===== src/rtl/video_pkg.sv =====
// Shared types and constants for the dv/hs/vs stream checker.
package video_pkg;

    typedef enum logic [1:0] {
        SYNC,
        VBLANK,
        LINE,
        HBLANK
    } vsc_state_e;

    localparam int unsigned VSC_ERR_W      = 5;
    localparam int unsigned ERR_SHORT_LINE = 0;
    localparam int unsigned ERR_LONG_LINE  = 1;
    localparam int unsigned ERR_FRAME_LEN  = 2;
    localparam int unsigned ERR_SYNC_OVLP  = 3;
    localparam int unsigned ERR_DV_IN_VBLK = 4;

    localparam logic [15:0] CRC16_POLY = 16'h1021;
    localparam logic [15:0] CRC16_INIT = 16'hFFFF;

endpackage


===== src/rtl/vsc_crc16.sv =====
// One-cycle CRC-16-CCITT update over a whole pixel, channel 0 first, each channel MSB first.
module vsc_crc16
    import video_pkg::*;
#(
    parameter int unsigned DATA_W   = 8,
    parameter int unsigned CHANNELS = 3
) (
    input  logic [15:0]                crc_i,
    input  logic [CHANNELS*DATA_W-1:0] data_i,
    output logic [15:0]                crc_o
);

    always_comb begin
        logic [15:0] c;
        logic        fb;
        c  = crc_i;
        fb = 1'b0;
        for (int ch = 0; ch < CHANNELS; ch++) begin
            for (int b = DATA_W - 1; b >= 0; b--) begin
                fb = c[15] ^ data_i[ch*DATA_W+b];
                c  = {c[14:0], 1'b0} ^ (fb ? CRC16_POLY : 16'h0000);
            end
        end
        crc_o = c;
    end

endmodule


===== config.mk =====
export PLATFORM = sky130hd
export DESIGN_NAME = vsc_crc16
export DESIGN_NICKNAME = d
export VERILOG_FILES = /design/src/rtl/video_pkg.sv /design/src/rtl/vsc_crc16.sv
export SDC_FILE = /design/constraint.sdc
export NUM_CORES = 1
export LEC_CHECK = 0
export ABC_CLOCK_PERIOD_IN_PS = 2500
export BUFFER_PORTS_ARGS = -buffer_cell sky130_fd_sc_hd__buf_4
export CORE_ASPECT_RATIO = 1.4
export CORE_MARGIN = 2
export CORE_UTILIZATION = 47
export DETAILED_ROUTE_END_ITERATION = 8
export PLACE_DENSITY = 0.95
export SLEW_MARGIN = 10
export SYNTH_ARGS = -nofsm -noshare
export SYNTH_HDL_FRONTEND = slang
export SYNTH_SLANG_ARGS = --single-unit

===== constraint.sdc =====
create_clock -name vclk -period 2.5
set_clock_uncertainty 0.2 [all_clocks]
set_input_delay 0.125 -clock vclk [all_inputs]
set_output_delay 0.125 -clock vclk [all_outputs]
set_load 0.02 [all_outputs]

==> run metrics, run 1 <==
f_max 0.444 GHz; Clock Power Share 0; post-route ant nets 0; CP Data Arrival Time 1.93 ns; synthesized cell area just under 1000 µm²; Place WS roughly 0.24 ns; vias 709; Starting Density 0.503; syn avg cell area about 14 µm²; Worst Path Max Fanout 4; fillcell total 135; cts repair resizes 0; Storage cell area 0 µm²; slew margin rel. 0.687; IO Port Bufs 56; via-per-instance ratio just under 5; Synth Instances a little under 70; Final period util 0.900; hold_buf cts 0; vias in the first global route 805; WS Path Type input port to primary output; top cell type's share of synthesized area 0.363; Syn Nets ~110; Max Cap Viol 0; met3 usage 0.00920; Area contributors post-synth xnor3_1, xnor2_1, xor3_1; Placeable Area 1970 µm²; RSZ-0062 raised after global routing no; Worst-Margin Slew around 0.47 ns; largest net degree at the start of global routing 5; post-synthesis sequential area ratio 0; Cell Count Post-Placement 146; Inserted Diodes 0; final hold vios 0; crit path launch crc_i[9]; Finished Layout Cells roughly 150; final worst setup slack 0.249 ns; status finished clean; layout cell share with drive strength beyond 1 0.520; initial antenna violation count 0; HPWL after detailed placement 1860 µm; Die X 42.8 µm; Total Routing Usage GR 0.164; top-count cell post-synth xnor2_1; hold slack final 0.485 ns; Yosys cell types 8; final cell utilization of the core 0.729; met1 Track Usage GR 0.160; total grt overflow 0; post-CTS setup buffers 0; kind of start point of the critical path input port; Internal Power 0.000948 W; Row Count 19; Area Growth Syn to Fin 45.0%; switching power 0.000832 W; met2 global-route usage 0.374; Yosys Warn Count 0; Synth top cells by count xnor2_1, xnor3_1, xor2_1, xnor2_2, xor3_1; Pleak 0.781 nW; DR WL/cell about 14 µm; I/O pin count 56; crit path time final 2.25 ns; fin nets approximately 170; first-pass GRT wire length 3250 µm; DRT iter0 DRCs 2; Pre-antenna DRT Iters 2; die height 58.4 µm; Final Max Tran Viols 0; DRC violations left 0; crit end category primary output; clkbuf count 0; Hold Startpoint data_i[19]; Synth area leader xnor3_1; Comb power frac 1.000; Die ar. ~2500 µm²; pwr/cell area 1240 nW/µm²; Sw Ratio 0.467; num sequential 0; required time worst endpoint about 2.2 ns; Seq pwr share 0; RePlAce Congestion 0.740; worst hold path type input port to primary output; Top Usage Layer GRT met2; final setup violation count 0; final WL 1990 µm; Setup TNS 0 ns; VDD IR-drop max 0.00111 V
-- critical path, stage by stage --
cell and delay [ns]:
buf_4 0.11, xnor2_1 0.24, xnor3_2 0.53, xnor3_1 0.39
xor3_1 0.37, buf_4 0.17
-- through the flow --
stage	cell area, µm²	power, W
2_1_floorplan	992	0.00120
3_3_place_gp	1440	0.00177
3_5_place_dp	1440	0.00179
4_1_cts	1440	0.00180
5_1_grt	1440	0.00188
6_report	1440	0.00178
-- final timing paths --
kind / to / cells past startpoint / slack [ns]
worst max-delay path: crc_o[5] / 6 / 0.25
worst min-delay path: crc_o[15] / 4 / 0.49
-- cell usage in the layout (no fill, tap or decap) --
master,synthesis,layout
inv_1,1,1
xor2_1,9,9
xnor2_2,4,4
xor3_1,4,4
xnor3_2,3,3
xnor2_4,2,2
xnor2_1,30,30
xnor3_1,16,16
buf_4,0,56
-- power groups by stage --
stage | combinational, W | clock (W) | sequential, W
detailed placement | 0.00179 | 0 | 0
global route | 0.00188 | 0 | 0
finish | 0.00178 | 0 | 0
global placement | 0.00177 | 0 | 0
CTS | 0.00180 | 0 | 0
floorplan | 0.00120 | 0 | 0
-- per-layer routing --
metal,wire length (µm),vias to the layer above
li1,-,343
met1,597,337
met2,1260,29
met3,137,0
met4,0,0
met5,0,-
-- area by class of cell --
type | count | area, µm² | share of cell area
inverters | 1 | 3.75 | 0.00261
multi-input cells | 68 | 988 | 0.687
well taps | 21 | 26.3 | 0.0183
repair buffers | 56 | 420 | 0.292
-- cells by family after synthesis --
group     count (synthesis)  share of synthesized area
buf+inv                   1                    0.00378
xor+xnor                 68                      0.996
Note: power is estimated with default switching activity, not from simulation.
==> inputs of run 2 (changes only) <==
==> constraint.sdc (replaced) <==
create_clock -name vclk -period 2.5
set_clock_uncertainty 0.2 [all_clocks]
set_input_delay 0.375 -clock vclk [all_inputs]
set_output_delay 0.375 -clock vclk [all_outputs]
set_load 0.02 [all_outputs]
==> run metrics, run 2 <==
synthesized cell area 992 µm²; syn avg cell area 14.4 µm²; largest net degree at the start of global routing 4; IO Port Bufs 56; top cell type's share of synthesized area 0.363; last stage reached global routing; hold_buf cts 0; Tool Error [ERROR DPL-0038] Utilization greater than 100%, impossible to legalize; Worst endpoint type output port; RePlAce Congestion 0.791; post-synthesis sequential area ratio 0; Cell Count Post-Placement 172; Yosys cell types 8; Starting Density 0.503; Syn Nets 109; Synth top cells by count xnor2_1, xnor3_1, xor2_1, xnor2_2, xor3_1; top-count cell post-synth xnor2_1; I/O pin count 56; die height about 60 µm; Area contributors post-synth xnor3_1, xnor2_1, xor3_1; Yosys Warn Count 0; Row Count 19; Synth area leader xnor3_1; status aborted with a tool error; grt repair worst endpoint crc_o[0]; Die X 42.8 µm; Synth Instances 69
run 2: stage by stage:
stage	util	setup TNS [ns]	cell area, µm²	setup WS (ns)
floorplan	-	-0.0347	1020	-0.0301
global placement	0.842	-0.361	1660	-0.0752
detailed placement	0.842	-1.00	1660	-0.152
CTS	0.904	-0.0365	1780	-0.0273
run 2: logic make-up after synthesis:
| family | synth area share |
|---|---|
| XOR/XNOR | 0.996 |
| buffers and inverters | 0.00378 |
run 2: what timing repair did:
action,in CTS
setup endpoints to repair,10
setup buffers,3
resized for setup,13
pin swaps,9
cloned,0
==> inputs of run 3 (changes only) <==
CORE_AREA = 2 2 63 65   (was not set)
CORE_ASPECT_RATIO = not set   (was 1.4)
CORE_MARGIN = not set   (was 2)
CORE_UTILIZATION = not set   (was 47)
DIE_AREA = 0 0 65 67   (was not set)
PLACE_DENSITY = not set   (was 0.95)
PLACE_DENSITY_LB_ADDON = 0.15   (was not set)
==> run metrics, run 3 (synthesized netlist as in run 1, its figures left out) <==
leading cell type in the layout, fill and taps excluded buf_4; final cell utilization of the core 0.526; pwr/cell area 1110 nW/µm²; HPWL after detailed placement 2000 µm; num sequential 0; Seq pwr share 0; Largest stage delay, worst path a little over 0.4 ns; final WL approximately 2300 µm; f_max 0.400 GHz; WS Path Type input port to primary output; Sw Ratio 0.437; Comb power frac 1.000; Finished Layout Cells 199; crit path time final 2.50 ns; Placeable Area 3610 µm²; failing checks negative setup slack; WP buf/inv 2; I/O pin count 56; DRC violations left 0; crit end category primary output; kind of start point of the critical path input port; total grt overflow 0; Area Growth Syn to Fin 91.0%; Place WS -0.150 ns; crit path max-delay cell type xnor3_1; DRT iter0 DRCs 7; Starting Density 0.275; Pleak approximately 1 nW; RSZ-0062 raised after global routing yes; post-route ant nets 0; initial antenna violation count 0; hold path depth 4; Max Cap Viol 0; final hold vios 0; Internal Power 0.00119 W; Inserted Diodes 0; required time worst endpoint 1.92 ns; VDD IR-drop max around 0.00091 V; final setup violation count 1; Crit path depth 6; Worst-Margin Slew between 0.3 and 0.4 ns; Worst Path Max Fanout 2; Storage cell area 0 µm²; Pre-antenna DRT Iters 2; Cell Count Post-Placement 200; fin nets 193; Final Max Tran Viols 0; status finished, violations left; vias in the first global route 862; layout cell share with drive strength beyond 1 0.742; Die X between 60 and 70 µm; CP Data Arrival Time 1.93 ns; Row Count 22; most frequent cells in the layout buf_4, xnor2_1, xnor3_1; die height 67 µm; largest net degree at the start of global routing 4; first-pass GRT wire length 3750 µm; Clock Power Share 0; via-per-instance ratio 3.90; clkbuf count 0; RePlAce Congestion 0.697; vias between 700 and 800; Crit path max-delay family XOR/XNOR gates; Total Routing Usage GR 0.107; Final period util 1.00; final worst setup slack -0.00252 ns; switching power 0.000921 W; slew margin rel. 0.779; worst hold path type input port to primary output; hold_buf cts 0; DR WL/cell about 11 µm; CP cell instances buf_4, xnor3_1, xnor3_2, xnor2_4, xnor3_1, buf_4; Die ar. about 4400 µm²; IO Port Bufs 56
## run 3: what timing repair did
item                       4_1_cts  5_1_grt
pin swaps                       11        3
setup endpoints to repair        8        8
resized for setup               16       11
setup buffers                    0        0
## run 3: path summary, 6_finish.rpt
path,start,end,slack (ns)
worst max-delay path,data_i[6],crc_o[7],-0.003
worst min-delay path,data_i[19],crc_o[15],1.00
## run 3: per-stage QoR
stage	setup TNS, ns	instance area [µm²]	hold slack (ns)	power (W)
floorplan	-0.0347	1020	0.810	0.00125
global route	-0.186	1900	1.05	0.00224
CTS	-0.0257	1820	0.990	0.00209
finish	-0.00252	1900	1.00	0.00211
detailed placement	-0.702	1700	0.989	0.00202
global placement	-0.512	1700	0.996	0.00201
## run 3: power by group through the flow
stage	sequential, W	combinational (W)	clock (W)
2_1_floorplan	0	0.00125	0
3_3_place_gp	0	0.00201	0
3_5_place_dp	0	0.00202	0
4_1_cts	0	0.00209	0
5_1_grt	0	0.00224	0
6_report	0	0.00211	0
## run 3: routing by layer
metal / GRT usage / vias to the layer above / share of wire
met2: 0.207 / 29 / 0.55
met5: 0 / - / 0
met3: 0.00845 / 0 / 0.075
met1: 0.137 / 356 / 0.38
met4: 0 / 0 / 0
li1: - / 391 / -
## run 3: cell type report
cell class	count	area (µm²)
Fill cell	330	1710
Inverter	1	3.75
Multi-Input combinational cell	68	1190
Tap cell	48	60.1
Timing Repair Buffer	82	638
==> inputs of run 4 (changes only) <==
--- a/config.mk
+++ b/config.mk
@@ -6,5 +6,5 @@
 export NUM_CORES = 1
 export LEC_CHECK = 0
-export ABC_CLOCK_PERIOD_IN_PS = 2500
+export ABC_CLOCK_PERIOD_IN_PS = 2600
 export BUFFER_PORTS_ARGS = -buffer_cell sky130_fd_sc_hd__buf_4
 export CORE_AREA = 2 2 63 65
==> constraint.sdc (replaced) <==
create_clock -name vclk -period 2.6
set_clock_uncertainty 0.2 [all_clocks]
set_input_delay 0.39 -clock vclk [all_inputs]
set_output_delay 0.39 -clock vclk [all_outputs]
set_load 0.05 [all_outputs]
==> run metrics, run 4 (synthesized netlist as in run 1, its figures left out) <==
met3 usage 0.00676; Area Growth Syn to Fin 96.0%; Inserted Diodes 0; Final Max Tran Viols 0; die height 67 µm; Storage cell area 0 µm²; total grt overflow 0; Place WS -0.155 ns; multi-input combinational cell area 1250 µm²; slew margin rel. 0.721; Die ar. 4360 µm²; vias 768; final cell utilization of the core 0.539; initial antenna violation count 0; post-route ant nets 0; largest net degree at the start of global routing 5; CP Data Arrival Time a little under 2 ns; Largest stage delay, worst path 0.51 ns; WS Path Type input port to primary output; Placeable Area 3610 µm²; final hold vios 0; met1 Track Usage GR 0.143; final WL 2290 µm; I/O pin count 56; worst hold path type input port to primary output; Crit path max-delay family XOR/XNOR gates; Finished Cell Area a little under 2000 µm²; Max Cap Viol 0; clkbuf count 0; DRC violations left 0; required time worst endpoint 2.01 ns; WP buf/inv 2; Pre-antenna DRT Iters 3; area post-placement 1760 µm²; crit path max-delay cell type xnor3_2; Cell Count Post-Placement 195; Worst Path Max Fanout 2; Die X 65 µm; kind of start point of the critical path input port; IO Port Bufs 56; hold path depth 4; fillcell total 303; crit path time final 2.58 ns; RePlAce Congestion roughly 0.72; fin nets 190; most frequent cells in the layout buf_4, xnor2_1, xnor2_2, buf_6; num sequential 0; RSZ-0062 raised after global routing yes; Starting Density 0.275; Row Count 22; DRT iter0 DRCs 7; DR WL/cell 11.7 µm; Top Usage Layer GRT met2; crit end category primary output; Crit path depth 6; met2 global-route usage 0.186; via-per-instance ratio ~3.9; leading cell type in the layout, fill and taps excluded buf_4; Final period util 0.991; f_max 0.388 GHz; final setup violation count 0; vias in the first global route between 700 and 800; CP cell instances buf_4, xor3_1, xor2_1, xnor3_2, xnor2_4, buf_6; Worst-Margin Slew slightly above 0.4 ns; first-pass GRT wire length 3530 µm; status finished clean; layout cell share with drive strength beyond 1 0.784; final worst setup slack between 0.02 and 0.025 ns; Total Routing Usage GR 0.103; Finished Layout Cells 196; hold_buf cts 0
-- run 4: cell count changes in the layout (fill, tap and decap cells not counted), moves of 2 or more --
cell     previous run  this run
xnor3_1            13         9
xnor2_1            18        16
buf_4              76        68
buf_6               6        11
xnor3_2             6         9
-- run 4: layer usage --
metal  share of wire  wire length (µm)  vias to the layer above
met4           0.017                38                        0
met5               0                 0                        -
met2            0.53              1210                       31
li1                -                 -                      390
met1            0.40               905                      343
met3           0.058               133                        4
-- run 4: final cells by class --
type | instances | share of cell area
inverter | 1 | 0.00193
multi-input combinational | 68 | 0.641
tap | 48 | 0.0309
timing repair buffer | 79 | 0.326
-- run 4: worst min-delay path: stages --
cell     delay, ns
buf_4         0.09
xnor2_1       0.12
xnor2_1       0.07
buf_4         0.19
-- run 4: worst paths after layout --
check / start / end / slack [ns]
setup / recovery: data_i[23] / crc_o[8] / 0.02
hold / removal: data_i[19] / crc_o[15] / 1.06
-- run 4: stage by stage --
step / hold slack (ns) / TNS, ns
6_report: 1.06 / 0
5_1_grt: 1.09 / -0.0512
4_1_cts: 1.06 / -0.00936
3_5_place_dp: 1.05 / -0.501
3_3_place_gp: 1.05 / -0.393
2_1_floorplan: 0.996 / -0.398
-- run 4: timing repair --
| item | 4_1_cts | 5_1_grt |
|---|---|---|
| pin swaps | 5 | 13 |
| setup buffers | 0 | 1 |
| hold endpoints to repair | 0 | 0 |
| resized for setup | 12 | 19 |
| setup endpoints to repair | 9 | 10 |
Power of run 4 is left out: the tool's default activity adds up to more than one toggle a clock period on the data nets, which glitch-free logic cannot reach.
